==> src/rtl/alu_op_sequencer_if.sv <==
// Request handshake and register/ALU bus strobes between the decode unit and the op sequencer.
// The master side issues operations; the slave side (sequencer) drives the strobes.
interface alu_op_sequencer_if #(
   parameter int RSEL_W = 4
);
   logic              req_valid;
   logic              req_ready;
   logic [4:0]        req_opcode;
   logic [RSEL_W-1:0] req_ra;
   logic [RSEL_W-1:0] req_rb;
   logic [RSEL_W-1:0] req_rc;
   logic [RSEL_W-1:0] rsel;
   logic              r_out;
   logic              c_out;
   logic              y_in;
   logic [4:0]        alu_opcode;
   logic              z_in;
   logic              zlo_out;
   logic              zhi_out;
   logic              r_in;
   logic              lo_in;
   logic              hi_in;
   logic              done;
   logic              err;

   modport master (
      output req_valid, req_opcode, req_ra, req_rb, req_rc,
      input  req_ready, rsel, r_out, c_out, y_in, alu_opcode, z_in,
             zlo_out, zhi_out, r_in, lo_in, hi_in, done, err
   );

   modport slave (
      input  req_valid, req_opcode, req_ra, req_rb, req_rc,
      output req_ready, rsel, r_out, c_out, y_in, alu_opcode, z_in,
             zlo_out, zhi_out, r_in, lo_in, hi_in, done, err
   );
endinterface

==> src/rtl/alu_op_sequencer.sv <==
// Multi-cycle strobe sequencer for the HI/LO ALU: load Y, present B, capture Z, write back.
// Every output is decoded from the current state and the latched request fields only.
module alu_op_sequencer #(
   parameter int MULDIV_WAIT = 2,
   parameter int RSEL_W      = 4
) (
   input  logic                clk,
   input  logic                reset_n,
   alu_op_sequencer_if.slave   bus
);
   localparam logic [4:0] OP_ADD  = 5'b00011;
   localparam logic [4:0] OP_ADDI = 5'b01100;
   localparam logic [4:0] OP_ORI  = 5'b01110;
   localparam logic [4:0] OP_MUL  = 5'b01111;
   localparam logic [4:0] OP_DIV  = 5'b10000;
   localparam logic [4:0] OP_NEG  = 5'b10001;
   localparam logic [4:0] OP_NOT  = 5'b10010;
   localparam logic [3:0] WAIT_INIT = 4'(MULDIV_WAIT);

   typedef enum logic [2:0] {
      S_IDLE, S_LOAD_Y, S_EXEC, S_WB_LO, S_WB_HI, S_DONE, S_ERR
   } state_t;

   state_t            r_state, w_next;
   logic [4:0]        r_op;
   logic [RSEL_W-1:0] r_ra, r_rb, r_rc;
   logic [3:0]        r_cnt;

   logic              w_accept, w_req_bad, w_req_unary;
   logic              w_muldiv, w_imm, w_unary;
   logic [RSEL_W-1:0] w_rsel;
   logic              w_ready, w_r_out, w_c_out, w_y_in, w_z_in;
   logic              w_zlo_out, w_zhi_out, w_r_in, w_lo_in, w_hi_in, w_done, w_err;
   logic [4:0]        w_alu_op;

   assign w_accept    = (r_state == S_IDLE) && bus.req_valid;
   assign w_req_bad   = (bus.req_opcode < OP_ADD) || (bus.req_opcode > OP_NOT);
   assign w_req_unary = (bus.req_opcode == OP_NEG) || (bus.req_opcode == OP_NOT);
   assign w_muldiv    = (r_op == OP_MUL) || (r_op == OP_DIV);
   assign w_imm       = (r_op >= OP_ADDI) && (r_op <= OP_ORI);
   assign w_unary     = (r_op == OP_NEG) || (r_op == OP_NOT);

   always_ff @(posedge clk or negedge reset_n) begin
      if (!reset_n) begin
         r_state <= S_IDLE;
         r_op    <= '0;
         r_ra    <= '0;
         r_rb    <= '0;
         r_rc    <= '0;
         r_cnt   <= '0;
      end else begin
         r_state <= w_next;
         if (w_accept) begin
            r_op <= bus.req_opcode;
            r_ra <= bus.req_ra;
            r_rb <= bus.req_rb;
            r_rc <= bus.req_rc;
         end
         // mul/div always pass through LOAD_Y, so the settle count is armed there
         if (r_state == S_LOAD_Y && w_muldiv)
            r_cnt <= WAIT_INIT;
         else if (r_state == S_EXEC && r_cnt != 4'd0)
            r_cnt <= r_cnt - 4'd1;
      end
   end

   always_comb begin
      w_next    = r_state;
      w_ready   = 1'b0;
      w_rsel    = '0;
      w_r_out   = 1'b0;
      w_c_out   = 1'b0;
      w_y_in    = 1'b0;
      w_alu_op  = 5'b00000;
      w_z_in    = 1'b0;
      w_zlo_out = 1'b0;
      w_zhi_out = 1'b0;
      w_r_in    = 1'b0;
      w_lo_in   = 1'b0;
      w_hi_in   = 1'b0;
      w_done    = 1'b0;
      w_err     = 1'b0;
      case (r_state)
         S_IDLE: begin
            w_ready = 1'b1;
            if (bus.req_valid) begin
               if (w_req_bad)        w_next = S_ERR;
               else if (w_req_unary) w_next = S_EXEC;
               else                  w_next = S_LOAD_Y;
            end
         end
         S_LOAD_Y: begin
            w_rsel  = r_ra;
            w_r_out = 1'b1;
            w_y_in  = 1'b1;
            w_next  = S_EXEC;
         end
         S_EXEC: begin
            w_alu_op = r_op;
            if (w_imm) begin
               w_c_out = 1'b1;
            end else begin
               w_rsel  = w_unary ? r_ra : r_rb;
               w_r_out = 1'b1;
            end
            if (!(w_muldiv && r_cnt != 4'd0)) begin
               w_z_in = 1'b1;
               w_next = S_WB_LO;
            end
         end
         S_WB_LO: begin
            w_alu_op  = r_op;
            w_zlo_out = 1'b1;
            if (w_muldiv) begin
               w_lo_in = 1'b1;
               w_next  = S_WB_HI;
            end else begin
               w_rsel = r_rc;
               w_r_in = 1'b1;
               w_next = S_DONE;
            end
         end
         S_WB_HI: begin
            w_alu_op  = r_op;
            w_zhi_out = 1'b1;
            w_hi_in   = 1'b1;
            w_next    = S_DONE;
         end
         S_DONE: begin
            w_done = 1'b1;
            w_next = S_IDLE;
         end
         S_ERR: begin
            w_done = 1'b1;
            w_err  = 1'b1;
            w_next = S_IDLE;
         end
         default: w_next = S_IDLE;
      endcase
   end

   assign bus.req_ready  = w_ready;
   assign bus.rsel       = w_rsel;
   assign bus.r_out      = w_r_out;
   assign bus.c_out      = w_c_out;
   assign bus.y_in       = w_y_in;
   assign bus.alu_opcode = w_alu_op;
   assign bus.z_in       = w_z_in;
   assign bus.zlo_out    = w_zlo_out;
   assign bus.zhi_out    = w_zhi_out;
   assign bus.r_in       = w_r_in;
   assign bus.lo_in      = w_lo_in;
   assign bus.hi_in      = w_hi_in;
   assign bus.done       = w_done;
   assign bus.err        = w_err;
endmodule

==> src/flat_wrapper.sv <==
// flat-port wrapper written by rule: the top's interface ports become plain ports
module alu_op_sequencer_flat 
#(
   parameter int MULDIV_WAIT = 2,
   parameter int RSEL_W      = 4
)
  (clk, reset_n, bus_req_valid, bus_req_opcode, bus_req_ra, bus_req_rb, bus_req_rc, bus_req_ready, bus_rsel, bus_r_out, bus_c_out, bus_y_in, bus_alu_opcode, bus_z_in, bus_zlo_out, bus_zhi_out, bus_r_in, bus_lo_in, bus_hi_in, bus_done, bus_err);
  alu_op_sequencer_if #(.RSEL_W(RSEL_W)) bus_i ();
  input  logic clk;
  input  logic reset_n;
  input wire logic [$bits(bus_i.req_valid)-1:0] bus_req_valid;
  input wire logic [$bits(bus_i.req_opcode)-1:0] bus_req_opcode;
  input wire logic [$bits(bus_i.req_ra)-1:0] bus_req_ra;
  input wire logic [$bits(bus_i.req_rb)-1:0] bus_req_rb;
  input wire logic [$bits(bus_i.req_rc)-1:0] bus_req_rc;
  output wire logic [$bits(bus_i.req_ready)-1:0] bus_req_ready;
  output wire logic [$bits(bus_i.rsel)-1:0] bus_rsel;
  output wire logic [$bits(bus_i.r_out)-1:0] bus_r_out;
  output wire logic [$bits(bus_i.c_out)-1:0] bus_c_out;
  output wire logic [$bits(bus_i.y_in)-1:0] bus_y_in;
  output wire logic [$bits(bus_i.alu_opcode)-1:0] bus_alu_opcode;
  output wire logic [$bits(bus_i.z_in)-1:0] bus_z_in;
  output wire logic [$bits(bus_i.zlo_out)-1:0] bus_zlo_out;
  output wire logic [$bits(bus_i.zhi_out)-1:0] bus_zhi_out;
  output wire logic [$bits(bus_i.r_in)-1:0] bus_r_in;
  output wire logic [$bits(bus_i.lo_in)-1:0] bus_lo_in;
  output wire logic [$bits(bus_i.hi_in)-1:0] bus_hi_in;
  output wire logic [$bits(bus_i.done)-1:0] bus_done;
  output wire logic [$bits(bus_i.err)-1:0] bus_err;
  assign bus_i.req_valid = bus_req_valid;
  assign bus_i.req_opcode = bus_req_opcode;
  assign bus_i.req_ra = bus_req_ra;
  assign bus_i.req_rb = bus_req_rb;
  assign bus_i.req_rc = bus_req_rc;
  assign bus_req_ready = bus_i.req_ready;
  assign bus_rsel = bus_i.rsel;
  assign bus_r_out = bus_i.r_out;
  assign bus_c_out = bus_i.c_out;
  assign bus_y_in = bus_i.y_in;
  assign bus_alu_opcode = bus_i.alu_opcode;
  assign bus_z_in = bus_i.z_in;
  assign bus_zlo_out = bus_i.zlo_out;
  assign bus_zhi_out = bus_i.zhi_out;
  assign bus_r_in = bus_i.r_in;
  assign bus_lo_in = bus_i.lo_in;
  assign bus_hi_in = bus_i.hi_in;
  assign bus_done = bus_i.done;
  assign bus_err = bus_i.err;
  alu_op_sequencer #(.MULDIV_WAIT(MULDIV_WAIT), .RSEL_W(RSEL_W)) u_core (.clk(clk), .reset_n(reset_n), .bus(bus_i));
endmodule
==> config.mk <==
export PLATFORM = sky130hd
export DESIGN_NAME = alu_op_sequencer_flat
export DESIGN_NICKNAME = d
export VERILOG_FILES = /design/src/rtl/alu_op_sequencer_if.sv /design/src/rtl/alu_op_sequencer.sv /design/src/flat_wrapper.sv
export SDC_FILE = /design/constraint.sdc
export NUM_CORES = 1
export LEC_CHECK = 0
export ABC_AREA = 1
export BUFFER_PORTS_ARGS = -buffer_cell sky130_fd_sc_hd__buf_2
export CAP_MARGIN = 5
export CELL_PAD_IN_SITES_DETAIL_PLACEMENT = 1
export CELL_PAD_IN_SITES_GLOBAL_PLACEMENT = 2
export CORE_MARGIN = 2
export CORE_UTILIZATION = 30
export DETAILED_ROUTE_END_ITERATION = 10
export GPL_TIMING_DRIVEN = 0
export PLACE_DENSITY = 0.93
export SLEW_MARGIN = 30
export SYNTH_ARGS = -nofsm -noshare
export SYNTH_HDL_FRONTEND = slang
export SYNTH_SLANG_ARGS = --single-unit
==> constraint.sdc <==
create_clock -name clk -period 2.35 [get_ports clk]
set_input_delay 0.1175 -clock clk [delete_from_list [all_inputs] [get_ports clk]]
set_output_delay 0.1175 -clock clk [all_outputs]
set_load 0.01 [all_outputs]
==> impl_summary.log, run 1 <==
[metrics] clock insertion delay at the later pin of the skew report: 270 ps
[metrics] number of enable flip-flop cells after synthesis: 0
[metrics] highest metal layer used by the detailed router: met4
[metrics] XOR/XNOR share of the synthesized area: 0.00598
[metrics] number of synthesis warnings: 0
[metrics] Pwr Density: 1290 mW/mm²
[metrics] CORE AREA: 0.00472 mm²
[metrics] critical register-to-register path startpoint: u_core.r_cnt[0]
[metrics] largest family of logic cells by synthesized area: simple AND/OR/NAND/NOR gates
[metrics] Avg Inst Size Synth: around 7.3 µm²
[metrics] layout cell share with drive strength beyond 1: 0.264
[metrics] vertical die dimension: 73.9 µm
[metrics] final setup fails: 0
[metrics] synth top area cells: sky130_fd_sc_hd__dfrtp_1, sky130_fd_sc_hd__nand2_1, sky130_fd_sc_hd__nand3_1, sky130_fd_sc_hd__inv_1, sky130_fd_sc_hd__nor2_1
[metrics] worst rel slew slack: 0.633
[metrics] top-count cell post-synth: sky130_fd_sc_hd__nand2_1
[metrics] element type at the critical path start: register
[metrics] compound-gate portion of the synthesized area: 0.0786
[metrics] Gates resized, CTS repair: 0
[metrics] routed length on met3: between 100 and 150 µm
[metrics] type of destination of the critical path: output pin
[metrics] number of fill cells in the layout: 619
[metrics] number of detailed-routing iterations run before antenna repair: 4
[metrics] residual DRC count: 0
[metrics] worst clock skew on the final layout: 6.59 ps
[metrics] share of total power consumed by net switching: 0.468
[metrics] synthesized flop and latch total: 24
[metrics] destination of the critical timing path: bus_rsel[0]
[metrics] # diodes: 0
[metrics] metal1 wirelength: 1740 µm
[metrics] detailed placer's ending HPWL: 2930 µm
[metrics] count of buffers added by post-CTS timing repair for setup: 0
[metrics] prevailing post-synth register cell: sky130_fd_sc_hd__dfrtp_1
[metrics] net count after synthesis: 222
[metrics] routed length on met2: 1830 µm
[metrics] Avg Vias per Cell: 4.47
[metrics] ports placed on the boundary: 41
[metrics] CTS H-tree lvls: 1
[metrics] final antenna-violating net count: 0
[metrics] global-route wire length before repair: about 6000 µm
[metrics] cell internal power dissipation: 1.25 mW
[metrics] combinational power share: 0.549
[metrics] timing startpoint of the critical path: u_core.r_state[2]
[metrics] number of clock buffers inserted by TritonCTS: 3
[metrics] fraction of post-synthesis cell area in the top cell type by area: 0.410
[metrics] clock group share of total power: 0.120
[metrics] Cell variety after synth: 28
[metrics] Iter 0 DRT Violations: 24
[metrics] via count of the first global-routing pass: 1365
[metrics] leakage: 1.04 nW
[metrics] total of buffers placed on input and output ports: 40
[metrics] run status: complete, no violations
[metrics] DR vias: 1399
[metrics] clock root buffer: sky130_fd_sc_hd__clkbuf_8
[metrics] area growth from synthesis to layout: 23.8%
[metrics] pin count of the biggest net entering global routing: 25
[metrics] GR Util All Layers: 0.147
[metrics] Total Wirelength: 3700 µm
[metrics] clock transition at the registers of the reported paths: 90 ps
[metrics] area share of fa/ha/maj cells after synthesis: 0.00854
[metrics] RSZ-0062 raised after global routing: false
[metrics] overall power consumption: 2.35 mW
[metrics] top cell types by occurrence after synthesis: sky130_fd_sc_hd__nand2_1, sky130_fd_sc_hd__nand3_1, sky130_fd_sc_hd__inv_1, sky130_fd_sc_hd__dfrtp_1, sky130_fd_sc_hd__nor2_1
[metrics] number of cells on the worst reg-to-reg path: 6
[metrics] DIE AREA: 0.00546 mm²
[metrics] Final Wtd Congestion: 0.788
[metrics] horizontal die dimension: 73.9 µm
[metrics] period utilization: 0.806
[metrics] max-capacitance violation count: 0
[metrics] critical path required time: 2230 ps
[metrics] count of final hold-check violations: 0
[metrics] fraction of the mapped netlist area in simple logic gates: 0.397
[metrics] initial antenna violation count: 0
[metrics] final critical-path required period: 1890 ps
[metrics] critical path data arrival time: approximately 1800 ps
[metrics] net switching power figure: 1.10 mW
[metrics] library cell occupying the most area in the post-synthesis netlist: sky130_fd_sc_hd__dfrtp_1
[metrics] Worst R2R End: u_core.r_cnt[0]
[metrics] Remaining Overflow, GRT: 0
[metrics] R2R setup slack: slightly above 900 ps
[metrics] Initial Util: 0.310
[metrics] TritonCTS sink count: 24
[metrics] cell count after synthesis: roughly 200
[metrics] area of the mapped netlist: roughly 0.0015 mm²
[metrics] Synth async-reset ratio: 1.00
[metrics] Peak Freq: between 0.5 and 0.6 GHz
[metrics] highest fanout seen on the critical path: 7
[metrics] fraction of synthesized area in multiplexers: 0
[metrics] Final nets: about 270
[metrics] clock tree from TritonCTS: yes
[metrics] sequential cell fraction of total power: 0.331
[metrics] standard-cell row count: 25
[metrics] post-synthesis sequential area ratio: 0.410
[metrics] final max-slew violation count: 0
[metrics] setup TNS after final layout: 0 ps
[metrics] Least-Margin Pin Slew: about 550 ps
[metrics] Routed wire per std cell: 11.8 µm
[metrics] worst-case clock buffer depth: 2
[metrics] peak supply drop: 351 µV
[metrics] path class of the lowest-slack min-delay path: primary input to register
[metrics] kind of critical path: register to output pin
==> per-stage QoR <==
stage          worst slack [ps]  hold slack, ps  instances   util  instance area, µm²
6_report                    456            79.4        313  0.384                1810
3_3_place_gp                764             136        308  0.370                1750
5_1_grt                     350            82.4        313  0.384                1810
3_5_place_dp                753             146        308  0.370                1750
2_1_floorplan              1100            -178        201      -                1470
4_1_cts                     446            71.2        313  0.384                1810
==> metal layers <==
metal	global-route usage	vias up
li1	-	728
met1	0.192	640
met2	0.250	29
met3	0.0178	2
met4	0.0485	0
met5	0	-
==> worst max-delay path: stages (launching register included) <==
cell and delay, ps:
sky130_fd_sc_hd__dfrtp_1 450, sky130_fd_sc_hd__inv_1 170, sky130_fd_sc_hd__nand2_1 200, sky130_fd_sc_hd__nor2_1 310
sky130_fd_sc_hd__nand3_1 110, sky130_fd_sc_hd__nand3_1 120, sky130_fd_sc_hd__buf_2 150
==> cell usage in the layout (no fill, tap or decap), drive strengths merged <==
| master | count |
|---|---|
| nand2 | 67 |
| buf | 44 |
| nand3 | 29 |
| inv | 28 |
| dfrtp | 24 |
| nor2 | 16 |
| a21oi | 9 |
| o21ai | 6 |
| clkbuf | 5 |
| nand3b | 4 |
| nor3 | 3 |
| nand4 | 2 |
| nor3b | 2 |
| nor4 | 1 |
| or2 | 1 |
| a31oi | 1 |
| o211ai | 1 |
| xor2 | 1 |
| ha | 1 |
| dlygate4sd3 | 1 |
==> layout make-up <==
class | count | area [µm²] | area share
multi-input cells | 144 | 718 | 0.396
flip-flops and latches | 24 | 601 | 0.331
repair buffers | 41 | 210 | 0.116
inverters | 28 | 105 | 0.0579
well taps | 67 | 83.8 | 0.0462
clock buffers | 4 | 55.1 | 0.0303
plain buffers | 5 | 41.3 | 0.0228
==> sequential cells by signal, summed over array words and instances (netlist names) <==
register	cells
u_core.r_op	5
u_core.r_cnt	4
u_core.r_ra	4
u_core.r_rb	4
u_core.r_rc	4
u_core.r_state	3
==> timing repair <==
item	in CTS	in global routing
endpoints found under the setup margin	0	0
hold endpoints to repair	24	0
hold buffers	1	0
==> worst min-delay path by stage <==
| stage | start | cells after the start | slack [ps] | end |
|---|---|---|---|---|
| after detailed placement | reset_n | 1 | 150 | u_core.r_state[1] |
| final | bus_req_ra[0] | 3 | 80 | u_core.r_ra[0] |
| after CTS | bus_req_ra[0] | 3 | 70 | u_core.r_ra[0] |
| after global routing | bus_req_ra[0] | 3 | 80 | u_core.r_ra[0] |
| after floorplan | reset_n | 0 | -180 | u_core.r_cnt[0] |
| after global placement | reset_n | 1 | 140 | u_core.r_cnt[2] |
==> power groups by stage <==
stage	combinational [mW]	sequential (mW)	clock (mW)
2_1_floorplan	0.933	0.744	0
3_3_place_gp	1.27	0.776	0
3_5_place_dp	1.30	0.786	0
4_1_cts	1.31	0.778	0.297
5_1_grt	1.47	0.806	0.310
6_report	1.29	0.777	0.282
==> kinds of logic after synthesis <==
kind of cell | count (synthesis)
xor gates and xnor gates | 1
adders and majority gates | 1
AOI/OAI and AO/OA | 17
and+or+nand+nor | 125
DFF | 24
buffers and inverters | 33
Power figures use the tool's default switching activity.
==> run 2, diff against run 1 <==
Settings changed: CORE_UTILIZATION 30 to 25, PLACE_DENSITY 0.93 to 0.84.
Clock period 2.35 ns to 1.7 ns, I/O delays scaled along.
==> impl_summary.log, run 2 (same netlist as run 1, synthesis figures left out) <==
[metrics] kind of critical path: register to output pin
[metrics] Total Wirelength: between 4000 and 5000 µm
[metrics] critical path required time: 1620 ps
[metrics] cell with the largest stage delay on the worst path: sky130_fd_sc_hd__dfrtp_2
[metrics] leading cell type in the layout, fill and taps excluded: sky130_fd_sc_hd__nand2_1
[metrics] worst hold margin: approximately 47 ps
[metrics] number of clock buffers inserted by TritonCTS: 3
[metrics] clock root buffer: sky130_fd_sc_hd__clkbuf_8
[metrics] highest fanout seen on the critical path: 7
[metrics] total of buffers placed on input and output ports: 40
[metrics] metal1 wirelength: 1870 µm
[metrics] routed length on met2: 1980 µm
[metrics] standard-cell row count: 27
[metrics] horizontal die dimension: between 80 and 90 µm
[metrics] detailed placer's ending HPWL: 3060 µm
[metrics] initial antenna violation count: 0
[metrics] layout cell share with drive strength beyond 1: 0.386
[metrics] cell repeated most along the worst path: sky130_fd_sc_hd__nand3_1
[metrics] Pwr Density: ~1800 mW/mm²
[metrics] period utilization: 0.967
[metrics] area growth from synthesis to layout: 33.1%
[metrics] element type at the critical path start: register
[metrics] run status: complete, no violations
[metrics] final critical-path required period: 1640 ps
[metrics] highest metal layer used by the detailed router: met4
[metrics] Initial Util: 0.263
[metrics] Final Wtd Congestion: 0.765
[metrics] type of destination of the critical path: output pin
[metrics] leakage: 1.08 nW
[metrics] Avg Vias per Cell: 4.53
[metrics] peak supply drop: 525 µV
[metrics] routed length on met3: 173 µm
[metrics] Iter 0 DRT Violations: 77
[metrics] number of flip-flops in the largest register: 5
[metrics] GR Util All Layers: 0.134
[metrics] R2R setup slack: 350 ps
[metrics] worst rel slew slack: 0.621
[metrics] DIE AREA: 0.00649 mm²
[metrics] leading cell types in the layout, fill and taps excluded: sky130_fd_sc_hd__nand2_1, sky130_fd_sc_hd__buf_2, sky130_fd_sc_hd__nand3_1
[metrics] Least-Margin Pin Slew: 568 ps
[metrics] largest reg by FF count: u_core.r_op
[metrics] final antenna-violating net count: 0
[metrics] final max-slew violation count: 0
[metrics] count of placed standard cells including taps: 313
[metrics] DR vias: 1476
[metrics] CORE AREA: 0.00557 mm²
[metrics] clock transition at the registers of the reported paths: 80 ps
[metrics] Routed wire per std cell: 12.6 µm
[metrics] number of detailed-routing iterations run before antenna repair: 5
[metrics] final cell count without fillers: 326
[metrics] worst-case clock buffer depth: 2
[metrics] CTS H-tree lvls: 1
[metrics] Final nets: 277
[metrics] Peak Freq: 0.609 GHz
[metrics] residual DRC count: 0
[metrics] worst clock skew on the final layout: 3.38 ps
[metrics] # diodes: 0
[metrics] peak per-stage delay on the critical path: 460 ps
[metrics] via count of the first global-routing pass: between 1500 and 2000
[metrics] setup TNS after final layout: 0 ps
[metrics] vertical die dimension: ~81 µm
[metrics] Remaining Overflow, GRT: 0
[metrics] TritonCTS sink count: 24
[metrics] path class of the lowest-slack min-delay path: primary input to register
[metrics] pin count of the biggest net entering global routing: 25
[metrics] clock insertion delay at the later pin of the skew report: approximately 270 ps
[metrics] final setup fails: 0
[metrics] clock tree from TritonCTS: yes
[metrics] max-capacitance violation count: 0
[metrics] critical path data arrival time: approximately 1600 ps
[metrics] cell breakdown of the critical path: nor3b_4 -> buf_4 -> nand3b_1 -> nand3_1 -> nand3_1 -> buf_2
[metrics] count of final hold-check violations: 0
[metrics] ports placed on the boundary: 41
[metrics] global-route wire length before repair: 6820 µm
run 2: layout make-up:
class                      count  area, µm²
inverter                      28        105
clock buffer                   3       41.3
timing repair buffer          50        278
tap                           72       90.1
fill                         735       3620
buffer                         5       41.3
sequential                    24        606
multi-input combinational    144        790
run 2: routing by layer:
layer  vias up  track usage
met1       689        0.179
met3         6       0.0169
met2        34        0.223
li1        747            -
met5         -            0
met4         0       0.0492
run 2: path summary, 6_finish.rpt:
check,start,end,cells after the start
worst max-delay path,u_core.r_op[4],bus_rsel[1],6
worst min-delay path,bus_req_ra[0],u_core.r_ra[0],3
worst max register to register,u_core.r_state[0],u_core.r_cnt[0],5
worst min register to register,u_core.r_rc[3],u_core.r_rc[3],2
max in group asynchronous,reset_n,u_core.r_op[4],2
min in group asynchronous,reset_n,u_core.r_cnt[3],2
run 2: through the flow:
step	total power, mW	util	cell area (µm²)	setup slack (ps)
after global routing	3.88	0.350	1950	-46.2
final	3.51	0.350	1950	56.8
after CTS	3.30	0.329	1830	6.90
after global placement	2.85	0.315	1760	137
after floorplan	2.32	-	1470	481
after detailed placement	2.89	0.315	1760	131
run 2: critical path: cells and delay by family, from the launching register on:
| family | cells | cell delay, ps |
|---|---|---|
| buffers and inverters | 2 | 300 |
| AND/OR/NAND/NOR | 4 | 520 |
| flip-flops | 1 | 460 |
run 2: timing repair:
item	4_1_cts	5_1_grt
pin swaps	0	3
gates resized for setup	8	19
setup buffers	1	8
endpoints found under the hold margin	24	0
hold buffers	1	0
endpoints found under the setup margin	9	11
run 2: power by group:
group,internal (mW),switching [mW]
Sequential,0.852,0.240
Combinational,0.842,1.23
Clock,0.159,0.181
==> run 3, diff against run 2 <==
Settings changed: CORE_ASPECT_RATIO set to 2, CORE_MARGIN 2 to not set, GPL_TIMING_DRIVEN 0 to not set.
==> impl_summary.log, run 3 (same netlist as run 1, synthesis figures left out) <==
[metrics] area growth from synthesis to layout: 29.5%
[metrics] worst rel slew slack: 0.607
[metrics] layout cell share with drive strength beyond 1: 0.355
[metrics] ports placed on the boundary: 41
[metrics] Final nets: 271
[metrics] clock transition at the registers of the reported paths: 60 ps
[metrics] final critical-path required period: 1610 ps
[metrics] total of buffers placed on input and output ports: 40
[metrics] Total Wirelength: 4140 µm
[metrics] largest reg by FF count: u_core.r_op
[metrics] start point of the worst hold path: bus_req_rc[2]
[metrics] leakage: 1.06 nW
[metrics] number of fill cells in the layout: 725
[metrics] TritonCTS sink count: 24
[metrics] vertical die dimension: 110 µm
[metrics] critical path data arrival time: roughly 1500 ps
[metrics] pin count of the biggest net entering global routing: 25
[metrics] Placement Cell Area: 0.00172 mm²
[metrics] run status: complete, no violations
[metrics] horizontal die dimension: 56.1 µm
[metrics] critical register-to-register path startpoint: u_core.r_cnt[0]
[metrics] Pwr Density: 1880 mW/mm²
[metrics] Initial Util: 0.259
[metrics] worst hold margin: 52.0 ps
[metrics] worst-case hold path end point: u_core.r_rc[2]
[metrics] max-capacitance violation count: 0
[metrics] leading cell types in the layout, fill and taps excluded: sky130_fd_sc_hd__nand2_1, sky130_fd_sc_hd__buf_2, sky130_fd_sc_hd__nand3_1
[metrics] timing startpoint of the critical path: u_core.r_cnt[0]
[metrics] CORE AREA: 0.00566 mm²
[metrics] post-route cell area: 0.00190 mm²
[metrics] Routed wire per std cell: 13.4 µm
[metrics] DR vias: between 1000 and 1500
[metrics] CTS H-tree lvls: 1
[metrics] number of detailed-routing iterations run before antenna repair: 4
[metrics] area of combinational cells with multiple inputs: 763 µm²
[metrics] residual DRC count: 0
[metrics] worst-case clock buffer depth: 2
[metrics] R2R setup slack: 300 ps
[metrics] count of final hold-check violations: 0
[metrics] critical path required time: 1620 ps
[metrics] worst clock skew on the final layout: 2.30 ps
[metrics] hold-critical path depth: 3
[metrics] number of clock buffers inserted by TritonCTS: 3
[metrics] number of cells on the worst reg-to-reg path: 6
[metrics] RSZ-0062 raised after global routing: false
[metrics] # diodes: 0
[metrics] element type at the critical path start: register
[metrics] Final Wtd Congestion: roughly 0.76
[metrics] clock insertion delay at the later pin of the skew report: 260 ps
[metrics] Iter 0 DRT Violations: 9
[metrics] final max-slew violation count: 0
[metrics] clock root buffer: sky130_fd_sc_hd__clkbuf_16
[metrics] detailed placer's ending HPWL: 3240 µm
[metrics] DIE AREA: 0.00619 mm²
[metrics] peak supply drop: 890 µV
[metrics] area used by sequential logic in the layout: 607 µm²
[metrics] Worst R2R End: u_core.r_cnt[0]
[metrics] period utilization: 0.948
[metrics] count of placed standard cells including taps: 299
[metrics] kind of critical path: register to output pin
[metrics] path class of the lowest-slack min-delay path: primary input to register
[metrics] Avg Vias per Cell: 4.69
[metrics] number of flip-flops in the largest register: 5
[metrics] Least-Margin Pin Slew: 589 ps
[metrics] via count of the first global-routing pass: roughly 1500
[metrics] final antenna-violating net count: 0
[metrics] initial antenna violation count: 0
[metrics] global-route wire length before repair: around 6800 µm
[metrics] highest fanout seen on the critical path: 5
[metrics] standard-cell row count: 39
[metrics] final cell count without fillers: 309
[metrics] final core area utilization: 0.335
[metrics] GR Util All Layers: 0.144
[metrics] final setup fails: 0
[metrics] type of destination of the critical path: output pin
[metrics] leading cell type in the layout, fill and taps excluded: sky130_fd_sc_hd__nand2_1
[metrics] Remaining Overflow, GRT: 0
[metrics] setup TNS after final layout: 0 ps
[metrics] Peak Freq: 0.621 GHz
[metrics] clock tree from TritonCTS: yes
==> run 3: changes by cell type in the layout (fill, tap and decap cells not counted), sizes merged <==
| cell | previous run | this run |
|---|---|---|
| buf | 53 | 48 |
| clkbuf | 4 | 3 |
==> run 3: what timing repair did <==
action | 4_1_cts | 5_1_grt
buffers inserted | 1 | 5
pin swaps | 0 | 2
endpoints found under the setup margin | 9 | 9
hold endpoints to repair | 24 | 0
hold buffers | 1 | 0
resized for setup | 2 | 20
==> run 3: worst max-delay path by stage <==
stage	endpoint	slack (ps)
2_1_floorplan	u_core.r_cnt[0]	480
3_3_place_gp	bus_rsel[2]	270
6_report	bus_z_in	90
3_5_place_dp	bus_rsel[0]	200
4_1_cts	bus_alu_opcode[0]	2
5_1_grt	bus_alu_opcode[1]	9
==> run 3: report_power, final <==
group / leakage [nW] / internal [mW] / switching [mW]
Combinational: 0.737 / 0.773 / 1.18
Clock: 0.0370 / 0.312 / 0.202
Sequential: 0.285 / 0.856 / 0.248
==> run 3: routing by layer <==
metal  track usage  share of wire  up-vias
li1              -              -      734
met1         0.127           0.36      680
met2         0.305           0.59       30
met3        0.0140          0.026        5
met4        0.0732          0.024        0
met5             0              0        -
==> run 3: cell type report <==
class,instances,area share
multi-input cells,144,0.402
clock buffers,3,0.0396
repair buffers,49,0.142
well taps,61,0.0402
flip-flops and latches,24,0.320
inverters,28,0.0554
==> run 3: worst max-delay path, cell delays in order, from the launching register on <==
cell and delay, ps:
sky130_fd_sc_hd__dfrtp_1 380, sky130_fd_sc_hd__inv_1 80, sky130_fd_sc_hd__ha_1 210, sky130_fd_sc_hd__nand3_1 200, sky130_fd_sc_hd__a21oi_1 230, sky130_fd_sc_hd__buf_2 160
==> run 3: stage by stage <==
stage	power, mW	setup WS [ps]
6_report	3.57	88.9
5_1_grt	3.91	9.03
4_1_cts	3.46	1.54
3_5_place_dp	2.90	198
3_3_place_gp	2.85	272
2_1_floorplan	2.32	481
